### src/rtl/atm_pkg.sv
// Shared definitions for the ATM session controller: state encoding, opcodes
// and a helper that identifies states subject to the inactivity timeout.
package atm_pkg;

    localparam int unsigned STATE_W = 4;

    typedef enum logic [STATE_W-1:0] {
        ST_IDLE    = 4'd0,
        ST_PIN     = 4'd1,
        ST_HOME    = 4'd2,
        ST_BALANCE = 4'd3,
        ST_WD_AMT  = 4'd4,
        ST_DEP_AMT = 4'd5,
        ST_XF_ACCT = 4'd6,
        ST_XF_AMT  = 4'd7,
        ST_CONFIRM = 4'd8,
        ST_PRINT   = 4'd9,
        ST_EJECT   = 4'd10,
        ST_RETAIN  = 4'd11
    } atm_state_e;

    localparam logic [2:0] OP_EXIT     = 3'd0;
    localparam logic [2:0] OP_BALANCE  = 3'd1;
    localparam logic [2:0] OP_WITHDRAW = 3'd2;
    localparam logic [2:0] OP_DEPOSIT  = 3'd3;
    localparam logic [2:0] OP_TRANSFER = 3'd4;

    function automatic logic is_wait_state(input atm_state_e s);
        case (s)
            ST_PIN, ST_HOME, ST_WD_AMT, ST_DEP_AMT,
            ST_XF_ACCT, ST_XF_AMT, ST_CONFIRM: return 1'b1;
            default:                           return 1'b0;
        endcase
    endfunction

endpackage

### src/rtl/atm_timeout_cnt.sv
// Idle-cycle counter: counts while enabled and not cleared, saturates at CYC-1
// and flags expiry while sitting at that value.
module atm_timeout_cnt #(
    parameter int unsigned CYC = 1024
) (
    input  logic clk,
    input  logic reset,
    input  logic enable,
    input  logic clear,
    output logic expired
);

    localparam int unsigned CNT_W = (CYC > 1) ? $clog2(CYC) : 1;
    localparam logic [CNT_W-1:0] LAST = CNT_W'(CYC - 1);

    logic [CNT_W-1:0] cnt_d;
    logic [CNT_W-1:0] cnt_q;

    // Next count: restart on clear or outside waiting states, hold at LAST.
    always_comb begin
        cnt_d = cnt_q;
        if (!enable || clear) begin
            cnt_d = {CNT_W{1'b0}};
        end else if (cnt_q != LAST) begin
            cnt_d = cnt_q + CNT_W'(1);
        end else begin
            cnt_d = cnt_q;
        end
    end

    // Count register.
    always_ff @(posedge clk) begin
        if (reset) begin
            cnt_q <= {CNT_W{1'b0}};
        end else begin
            cnt_q <= cnt_d;
        end
    end

    assign expired = enable && (cnt_q == LAST);

endmodule

### src/rtl/atm_session_ctrl.sv
// Single-card ATM session controller: session FSM, balance and PIN-retry
// registers, with registered one-cycle pulse outputs.
module atm_session_ctrl
    import atm_pkg::*;
#(
    parameter int unsigned          AMOUNT_W     = 32,
    parameter int unsigned          ACCT_W       = 16,
    parameter int unsigned          PIN_W        = 4,
    parameter int unsigned          MAX_TRIES    = 3,
    parameter int unsigned          TIMEOUT_CYC  = 1024,
    parameter logic [AMOUNT_W-1:0]  INIT_BALANCE = 32'h000186A0,
    parameter logic [PIN_W-1:0]     CARD_PIN     = 4'hE,
    parameter logic [ACCT_W-1:0]    DEST_ACCT    = 16'hD903
) (
    input  logic                clk,
    input  logic                reset,
    input  logic                card_in,
    input  logic                pin_valid,
    input  logic [PIN_W-1:0]    pin,
    input  logic                op_valid,
    input  logic [2:0]          opcode,
    input  logic                amt_valid,
    input  logic [AMOUNT_W-1:0] amount,
    input  logic                acct_valid,
    input  logic [ACCT_W-1:0]   dest_acct,
    input  logic                rcpt_valid,
    input  logic                take_receipt,
    output logic [AMOUNT_W-1:0] balance,
    output logic                show_balance,
    output logic                dispense,
    output logic                tx_done,
    output logic                tx_error,
    output logic                print_rcpt,
    output logic                card_eject,
    output logic                card_retain,
    output logic [3:0]          state_o
);

    localparam int unsigned TRIES_W = $clog2(MAX_TRIES + 1);
    localparam logic [TRIES_W-1:0] MAX_TRIES_L = TRIES_W'(MAX_TRIES);

    atm_state_e          state_q, state_d, fsm_next_s;
    logic [AMOUNT_W-1:0] balance_q, balance_d;
    logic [TRIES_W-1:0]  tries_q, tries_d, tries_inc_s;
    logic                show_balance_q, show_balance_d;
    logic                dispense_q, dispense_d;
    logic                tx_done_q, tx_done_d;
    logic                tx_error_q, tx_error_d;
    logic                print_rcpt_q, print_rcpt_d;
    logic                card_eject_q, card_eject_d;
    logic                card_retain_q, card_retain_d;
    logic [AMOUNT_W:0]   dep_sum_s;
    logic                any_qual_s, tmo_expired_s, tmo_fire_s, tmo_clear_s;

    assign any_qual_s  = card_in | pin_valid | op_valid | amt_valid | acct_valid | rcpt_valid;
    assign dep_sum_s   = {1'b0, balance_q} + {1'b0, amount};
    assign tries_inc_s = tries_q + TRIES_W'(1);
    // A qualifier in the expiry cycle takes precedence over the timeout.
    assign tmo_fire_s  = tmo_expired_s & ~any_qual_s;
    assign tmo_clear_s = any_qual_s | (state_d != state_q);

    atm_timeout_cnt #(.CYC(TIMEOUT_CYC)) u_timeout (
        .clk     (clk),
        .reset   (reset),
        .enable  (is_wait_state(state_q)),
        .clear   (tmo_clear_s),
        .expired (tmo_expired_s)
    );

    // Session FSM decisions and balance/tries updates.
    always_comb begin
        fsm_next_s = state_q;
        balance_d  = balance_q;
        tries_d    = tries_q;
        dispense_d = 1'b0;
        tx_done_d  = 1'b0;
        tx_error_d = 1'b0;
        case (state_q)
            ST_IDLE: begin
                if (card_in) begin
                    fsm_next_s = ST_PIN;
                    tries_d    = {TRIES_W{1'b0}};
                end else begin
                    fsm_next_s = ST_IDLE;
                end
            end
            ST_PIN: begin
                if (!pin_valid) begin
                    fsm_next_s = ST_PIN;
                end else if (pin == CARD_PIN) begin
                    fsm_next_s = ST_HOME;
                end else begin
                    tries_d    = tries_inc_s;
                    fsm_next_s = (tries_inc_s == MAX_TRIES_L) ? ST_RETAIN : ST_PIN;
                end
            end
            ST_HOME: begin
                if (op_valid) begin
                    case (opcode)
                        OP_EXIT:     fsm_next_s = ST_EJECT;
                        OP_BALANCE:  fsm_next_s = ST_BALANCE;
                        OP_WITHDRAW: fsm_next_s = ST_WD_AMT;
                        OP_DEPOSIT:  fsm_next_s = ST_DEP_AMT;
                        OP_TRANSFER: fsm_next_s = ST_XF_ACCT;
                        default:     fsm_next_s = ST_HOME;
                    endcase
                end else begin
                    fsm_next_s = ST_HOME;
                end
            end
            ST_WD_AMT, ST_XF_AMT: begin
                if (!amt_valid) begin
                    fsm_next_s = state_q;
                end else if ((amount == {AMOUNT_W{1'b0}}) || (amount > balance_q)) begin
                    tx_error_d = 1'b1;
                end else begin
                    balance_d  = balance_q - amount;
                    dispense_d = (state_q == ST_WD_AMT);
                    tx_done_d  = 1'b1;
                    fsm_next_s = ST_CONFIRM;
                end
            end
            ST_DEP_AMT: begin
                if (!amt_valid) begin
                    fsm_next_s = ST_DEP_AMT;
                end else if ((amount == {AMOUNT_W{1'b0}}) || dep_sum_s[AMOUNT_W]) begin
                    tx_error_d = 1'b1;
                end else begin
                    balance_d  = dep_sum_s[AMOUNT_W-1:0];
                    tx_done_d  = 1'b1;
                    fsm_next_s = ST_CONFIRM;
                end
            end
            ST_XF_ACCT: begin
                if (!acct_valid) begin
                    fsm_next_s = ST_XF_ACCT;
                end else if (dest_acct == DEST_ACCT) begin
                    fsm_next_s = ST_XF_AMT;
                end else begin
                    tx_error_d = 1'b1;
                end
            end
            ST_CONFIRM: begin
                if (rcpt_valid) begin
                    fsm_next_s = take_receipt ? ST_PRINT : ST_HOME;
                end else begin
                    fsm_next_s = ST_CONFIRM;
                end
            end
            ST_BALANCE, ST_PRINT: fsm_next_s = ST_HOME;
            ST_EJECT, ST_RETAIN:  fsm_next_s = ST_IDLE;
            default:              fsm_next_s = ST_IDLE;
        endcase
    end

    // Final next state and the state-entry pulses (high for the one cycle spent there).
    always_comb begin
        state_d        = tmo_fire_s ? ST_EJECT : fsm_next_s;
        show_balance_d = (state_d == ST_BALANCE);
        print_rcpt_d   = (state_d == ST_PRINT);
        card_eject_d   = (state_d == ST_EJECT);
        card_retain_d  = (state_d == ST_RETAIN);
    end

    // State, balance, tries and output pulse registers.
    always_ff @(posedge clk) begin
        if (reset) begin
            state_q        <= ST_IDLE;
            balance_q      <= INIT_BALANCE;
            tries_q        <= {TRIES_W{1'b0}};
            show_balance_q <= 1'b0;
            dispense_q     <= 1'b0;
            tx_done_q      <= 1'b0;
            tx_error_q     <= 1'b0;
            print_rcpt_q   <= 1'b0;
            card_eject_q   <= 1'b0;
            card_retain_q  <= 1'b0;
        end else begin
            state_q        <= state_d;
            balance_q      <= balance_d;
            tries_q        <= tries_d;
            show_balance_q <= show_balance_d;
            dispense_q     <= dispense_d;
            tx_done_q      <= tx_done_d;
            tx_error_q     <= tx_error_d;
            print_rcpt_q   <= print_rcpt_d;
            card_eject_q   <= card_eject_d;
            card_retain_q  <= card_retain_d;
        end
    end

    assign balance      = balance_q;
    assign show_balance = show_balance_q;
    assign dispense     = dispense_q;
    assign tx_done      = tx_done_q;
    assign tx_error     = tx_error_q;
    assign print_rcpt   = print_rcpt_q;
    assign card_eject   = card_eject_q;
    assign card_retain  = card_retain_q;
    assign state_o      = state_q;

endmodule

### config.mk
export PLATFORM = sky130hd
export DESIGN_NAME = atm_session_ctrl
export DESIGN_NICKNAME = d
export VERILOG_FILES = /design/src/rtl/atm_pkg.sv /design/src/rtl/atm_timeout_cnt.sv /design/src/rtl/atm_session_ctrl.sv
export SDC_FILE = /design/constraint.sdc
export NUM_CORES = 1
export LEC_CHECK = 0
export CORE_MARGIN = 1
export CORE_UTILIZATION = 59
export DETAILED_ROUTE_END_ITERATION = 8
export GPL_TIMING_DRIVEN = 0
export PLACE_DENSITY = 0.88
export SYNTH_ARGS = -nofsm -noshare
export SYNTH_HDL_FRONTEND = slang
export SYNTH_SLANG_ARGS = --single-unit
### constraint.sdc
create_clock -name clk -period 4.38 [get_ports clk]
set_input_delay 0.657 -clock clk [delete_from_list [all_inputs] [get_ports clk]]
set_output_delay 0.657 -clock clk [all_outputs]
set_load 0.02 [all_outputs]
Yosys cells after proc, flatten, opt, wreduce, memory -nomap -nowiden
Index checks and enable logic that the tools add are counted.
- register bits: 55
- bits of input ports: 64
- output and inout port bits: 43
- word-level logic and storage cells: 111
- $add $sub $neg: 4
- $lt $le $gt $ge: 1
- equality and inequality tests: 30
- muxes and demuxes: 38
- bitwise logic cells: 10
- reductions and logical operators: 17
- operators by type and width (operator ; number):
    two-way mux 32 bit ; 4
    one-hot mux 32 bit (2 select lines) ; 1
    two-way mux 4 bit ; 13
    adder 32 x 32 -> 33 bit ; 1
    greater-than comparator 32 bit ; 1
    logical NOT 32 bit ; 1
    one-hot mux 4 bit (8 select lines) ; 1
    subtractor 32 bit ; 1
    == test 4 bit, second input constant ; 6
    one-hot mux 4 bit (5 select lines) ; 1
    == test 16 bit, second input constant ; 1
    == test 4 x 3 -> 1 bit, second input constant ; 4
    != test 2 bit, second input constant ; 7
    == test 4 x 2 -> 1 bit, second input constant ; 3
    two-way mux 1 bit ; 12
    adder 10 x 1 -> 10 bit, second input constant ; 1
    == test 10 bit, second input constant ; 1
    != test 10 bit, second input constant ; 1
    OR reduction 7 bit ; 1
    == test 3 x 2 -> 1 bit, second input constant ; 2
    two-way mux 2 bit ; 3
    OR 1 bit ; 6
    OR reduction 2 bit ; 3
    AND reduction 5 bit ; 1
    19 further kinds ; 24

Logic depth before layout (Yosys ltp)
- depth in word-level cells: 12
- mapped depth: 14
- depth with buffers taken out: 13

By module
Synthesis repeated with hierarchy kept, for this count alone.
- cell total of the unflattened synthesis: 831
- area, all modules: 6232.2 um^2
- by module, submodules not included (module ; instances ; cells each ; area each (um^2) ; sequential area each (um^2)):
    atm_session_ctrl ; 1 ; 772 ; 5700.5 ; 900.9
    atm_timeout_cnt ; 1 ; 59 ; 531.8 ; 200.2

Worst setup path before layout
No wires, ideal clock.
- kind: input to register
- start: input amount[0]
- end: register balance_q[28], in the netlist balance[28]
- library setup time: 122 ps
- data arrival time: 3043 ps
- data required time: 4258 ps
- path slack: 1215 ps
- stages on the path: 11
- buffers on the path: 1
- path through: ha_1 fa_1 nor2b_1 o21ai_1 a31oi_1 a211oi_2 o31a_2 o21ai_2 o31a_2 buf_6 a311o_1
- word-level cells in the longest chain between the ends: 4
- elaborated cells between the ends (all ways): 14
- those cells by class: add/sub: 2; order compare: 1; eq/ne: 2; mux: 5; reduce/logical: 4
- ends and longest elaborated chain (item ; line ; text):
    from (decl) ; atm_session_ctrl.sv:23 ; input logic [AMOUNT_W-1:0] amount,
    adder 32 x 32 -> 33 bit, or another cell as far along ; atm_session_ctrl.sv:56 ; assign dep_sum_s = {1'b0, balance_q} + {1'b0, amount};
    two-way mux 32 bit, or another cell as far along ; atm_session_ctrl.sv:126 ; end else if ((amount == {AMOUNT_W{1'b0}}) || dep_sum_s[AMOUNT_W]) begin
    two-way mux 32 bit, or another cell as far along ; atm_session_ctrl.sv:124 ; if (!amt_valid) begin
    one-hot mux 32 bit (2 select lines) / AND reduction 5 bit (equally long branches) ; n/a ;
    to (signal assigned) ; atm_session_ctrl.sv:180 ; balance_q <= balance_d;
    to (decl) ; atm_session_ctrl.sv:43 ; logic [AMOUNT_W-1:0] balance_q, balance_d;
Parallel ways exist; a longest one is shown, timed or not. The select of a mux whose other input is x is not followed.
A chain may end at the register's enable or synchronous reset.

Worst setup path after layout
- start: input amount[20]
- end: register balance_q[29], in the netlist balance[29]
Same word-level chain as after synthesis.

==> metrics.log <==
[metrics] setup repair bufs after CTS: 0
[metrics] die area: about 11000 µm²
[metrics] portion of the post-synthesis area used by sequential elements: ~18%
[metrics] source-to-sink clock delay at the later pin of the worst-skew pair: ~0.36 ns
[metrics] Critical Path End: balance[29]
[metrics] net count of the mapped netlist: ~1000
[metrics] area share of and/or/nand/nor cells after synthesis: between 20% and 30%
[metrics] number of antenna violations at the first check in global routing: 0
[metrics] clock slew at reported path FFs: roughly 0.13 ns
[metrics] worst path required time: about 4.6 ns
[metrics] count of maximum capacitance violations: 0
[metrics] Die Span Y: 105 µm
[metrics] number of placed I/O pins: 107
[metrics] number of max-slew violations in the final report: 0
[metrics] CTS Buffer Depth: 2
[metrics] number of enable flip-flop cells after synthesis: 0
[metrics] final clock skew: between 0.015 and 0.02 ns
[metrics] overflow left after global routing: 0
[metrics] first-pass GRT wire length: about 35000 µm
[metrics] Worst Hold Margin: around 0.5 ns
[metrics] warning count from the yosys run: 0
[metrics] Post-Synthesis Cells: roughly 860
[metrics] TritonCTS clock tree: yes
[metrics] aggregate global-route resource usage: roughly two fifths
[metrics] arrival time of data at the critical path endpoint: about 4.5 ns
[metrics] share of synthesized cell area in full adder, half adder and majority cells: between 10% and 20%
[metrics] weighted congestion at the end of routability-driven global placement: a little over 1
[metrics] Post-Syn Area per Cell: ~7.3 µm²
[metrics] via count of the first global-routing pass: 6773
[metrics] share of the clock period used by the worst path after layout: between 90% and 100%
[metrics] top cells by area in the synthesized netlist: sky130_fd_sc_hd__dfxtp_1, sky130_fd_sc_hd__ha_1, sky130_fd_sc_hd__a21oi_1
[metrics] pin count of the biggest net entering global routing: 21
[metrics] # setup viols final: 0
[metrics] Rows: 37
[metrics] type of origin of the critical path: primary input
[metrics] Die X-Extent: around 110 µm
[metrics] buffer cell driving the clock tree root: sky130_fd_sc_hd__clkbuf_8
[metrics] minimum clock period: between 4 and 5 ns
[metrics] most common library cells after synthesis: sky130_fd_sc_hd__nor2_1, sky130_fd_sc_hd__a21oi_1, sky130_fd_sc_hd__inv_1, sky130_fd_sc_hd__ha_1, sky130_fd_sc_hd__dfxtp_1
[metrics] standby leakage power: roughly 0.0032 µW
[metrics] maximum vdd drop: around 140 µV
[metrics] total power density per cell area: approximately 150 nW/µm²
[metrics] FF-to-FF End: balance[29]
[metrics] combinational family with the most area after synthesis: compound AO/OA/AOI/OAI gates
[metrics] via count: just over 7000
[metrics] async set or reset register ratio after synthesis: 0%
[metrics] number of levels the H-tree was split into: 2
[metrics] drt via density: between 6 and 7
[metrics] Post-Syn Area: about 6300 µm²
[metrics] count of input and output buffers: approximately 110
[metrics] remaining antenna violation count after routing: 0
[metrics] final HPWL from detailed placement: around 17000 µm
[metrics] share of synthesized area spent on multiplexers: 0.796%
[metrics] ys flop type: sky130_fd_sc_hd__dfxtp_1
[metrics] final routed DRC violation total: 0
[metrics] core footprint: around 10000 µm²
[metrics] register bit count reported by yosys: 55
[metrics] critical setup path kind: primary input to flip-flop
[metrics] worst-case register-to-register setup slack: 0.66 ns
[metrics] share of the synthesized area in the top cell type: about 18%
[metrics] final net count: between 1000 and 1500
[metrics] remaining max-slew budget at the tightest pin: around 14%
[metrics] fraction of final layout cells with drive strength greater than 1: 5.85%
[metrics] Initial Util: about 61%
[metrics] Hold Fails Final Rpt: 0
[metrics] number of buffers added by the clock tree synthesis step: 5
[metrics] final routed wire length divided by cell count: around 20 µm
[metrics] peak fanout along the critical path: 9
[metrics] post-synth top area cell: sky130_fd_sc_hd__dfxtp_1
[metrics] start of the worst register-to-register path: balance[20]
[metrics] slew at the pin closest to its max-slew limit: 1.26 ns
[metrics] first-pass iteration count of the detailed router: 5
[metrics] Tightest Hold Check Type: flip-flop to flip-flop
[metrics] critical path capture point type: flip-flop
[metrics] hold-critical path depth: 2
[metrics] beginning of the critical path: amount[20]
[metrics] Synth Area in Compound Gates: about 30%
[metrics] most common cell in the synthesized netlist: sky130_fd_sc_hd__nor2_1
[metrics] RSZ-0062 raised after global routing: false
[metrics] XOR/XNOR Fraction of Synth Area: about 4.6%
[metrics] total inserted antenna cells: 0
[metrics] overall routed net length: between 20000 and 25000 µm
[metrics] layout overhead on the synthesized area: 21.0%
[metrics] highest achievable clock rate: roughly 0.24 GHz
[metrics] Detailed Route Iter0 Violations: approximately 630
[metrics] worst r2r path cells: 11
[metrics] setup total negative slack: 0 ns
[metrics] count of unique library cells instantiated by Yosys: slightly below 90
[metrics] clock sink count: 55
[metrics] run status: complete, no violations
[metrics] total design power: ~1200 µW
[metrics] Post-CTS Hold Fix Bufs: 0
[metrics] post-cts repair resize count: 0
cells in the final DEF, fill, tap and decap left out, types with 4 or more instances in the layout:
| master | netlist | layout |
|---|---|---|
| sky130_fd_sc_hd__a211o_1 | 5 | 5 |
| sky130_fd_sc_hd__a211oi_1 | 23 | 23 |
| sky130_fd_sc_hd__a21o_1 | 17 | 17 |
| sky130_fd_sc_hd__a21oi_1 | 80 | 80 |
| sky130_fd_sc_hd__a22oi_1 | 4 | 4 |
| sky130_fd_sc_hd__a31oi_1 | 10 | 10 |
| sky130_fd_sc_hd__and2_1 | 5 | 5 |
| sky130_fd_sc_hd__and3_1 | 11 | 11 |
| sky130_fd_sc_hd__buf_2 | 18 | 18 |
| sky130_fd_sc_hd__clkbuf_1 | 20 | 20 |
| sky130_fd_sc_hd__clkbuf_8 | 0 | 5 |
| sky130_fd_sc_hd__clkdlybuf4s50_1 | 0 | 105 |
| sky130_fd_sc_hd__dfxtp_1 | 55 | 55 |
| sky130_fd_sc_hd__ha_1 | 66 | 66 |
| sky130_fd_sc_hd__inv_1 | 73 | 73 |
| sky130_fd_sc_hd__mux2i_1 | 5 | 5 |
| sky130_fd_sc_hd__nand2_1 | 51 | 51 |
| sky130_fd_sc_hd__nand2b_1 | 17 | 17 |
| sky130_fd_sc_hd__nand3_1 | 16 | 16 |
| sky130_fd_sc_hd__nand3b_1 | 4 | 4 |
| sky130_fd_sc_hd__nand4_1 | 15 | 15 |
| sky130_fd_sc_hd__nor2_1 | 84 | 84 |
| sky130_fd_sc_hd__nor2b_1 | 11 | 11 |
| sky130_fd_sc_hd__nor3_1 | 34 | 34 |
| sky130_fd_sc_hd__nor4_1 | 22 | 22 |
| sky130_fd_sc_hd__o211ai_1 | 12 | 12 |
| sky130_fd_sc_hd__o21ai_0 | 48 | 48 |
| sky130_fd_sc_hd__o21ai_1 | 4 | 4 |
| sky130_fd_sc_hd__o21bai_1 | 6 | 6 |
| sky130_fd_sc_hd__o22ai_1 | 6 | 6 |
| sky130_fd_sc_hd__o31a_1 | 5 | 5 |
| sky130_fd_sc_hd__o31ai_1 | 11 | 11 |
| sky130_fd_sc_hd__or3_1 | 6 | 6 |
| sky130_fd_sc_hd__xnor2_1 | 28 | 28 |
| sky130_fd_sc_hd__xor2_1 | 5 | 5 |
critical path, cell delays in order:
cell and delay (ns):
sky130_fd_sc_hd__clkdlybuf4s50_1 0.53, sky130_fd_sc_hd__inv_1 0.06, sky130_fd_sc_hd__ha_1 0.26, sky130_fd_sc_hd__buf_2 0.21, sky130_fd_sc_hd__inv_1 0.06, sky130_fd_sc_hd__a21oi_1 0.34, sky130_fd_sc_hd__o2111ai_1 0.27, sky130_fd_sc_hd__a2111oi_0 1.10
sky130_fd_sc_hd__o31ai_1 0.30, sky130_fd_sc_hd__a41oi_1 0.28, sky130_fd_sc_hd__a211oi_1 0.09, sky130_fd_sc_hd__xnor2_1 0.18, sky130_fd_sc_hd__o22ai_1 0.11
through the flow:
step | util [%] | cells | area (µm²) | setup WS [ns]
after CTS | 73.7 | 1111 | 7600 | 0.367
after global placement | 72.7 | 1103 | 7510 | 0.00460
after floorplan | - | 862 | 6280 | 1.22
final | 73.7 | 1111 | 7600 | 0.144
after detailed placement | 72.7 | 1103 | 7510 | 0.00358
after global routing | 73.7 | 1111 | 7600 | 0.0856
worst min path at each step:
stage | startpoint | end
finish | balance[14] | balance[14]
global route | balance[14] | balance[14]
CTS | balance[14] | balance[14]
detailed placement | tries_q[1] | tries_q[1]
global placement | tries_q[1] | tries_q[1]
floorplan | tries_q[1] | tries_q[1]
where the power goes:
| group | switching [µW] | leakage [µW] | internal [µW] |
|---|---|---|---|
| Combinational | 183 | 0.00271 | 134 |
| Sequential | 2.07 | 0.000443 | 502 |
| Clock | 227 | 0.0000511 | 122 |
logic make-up (layout without fill, tap and decap cells):
group,after synthesis,after routing
AO/OA/AOI/OAI,284,284
XOR/XNOR,33,33
adder cells (fa/ha/maj),68,68
buffers and inverters,120,233
flip-flops,55,55
multiplexers,5,5
AND/OR/NAND/NOR,297,297
sequential cells by signal, summed over array words and instances, names as in the netlist, 2 cells and up:
register	cells
tries_q	2
balance	32
u_timeout.cnt_q	10
state_o	4
routing by layer:
layer | GRT usage, % | routed length [µm] | vias up
li1 | - | - | 3393
met2 | 66.9 | 10300 | 388
met4 | 17.0 | 813 | 0
met5 | 0 | 0 | -
met3 | 6.12 | 1880 | 75
met1 | 50.1 | 9030 | 3407
layout make-up:
type,count,area (µm²)
inverters,76,285
multi-input cells,687,4680
fillers,900,2720
clock buffers,5,68.8
flip-flops and latches,55,1100
plain buffers,44,214
clock inverters,3,28.8
repair buffers,105,1050
well taps,136,170
Note: power is estimated with default switching activity, not from simulation.
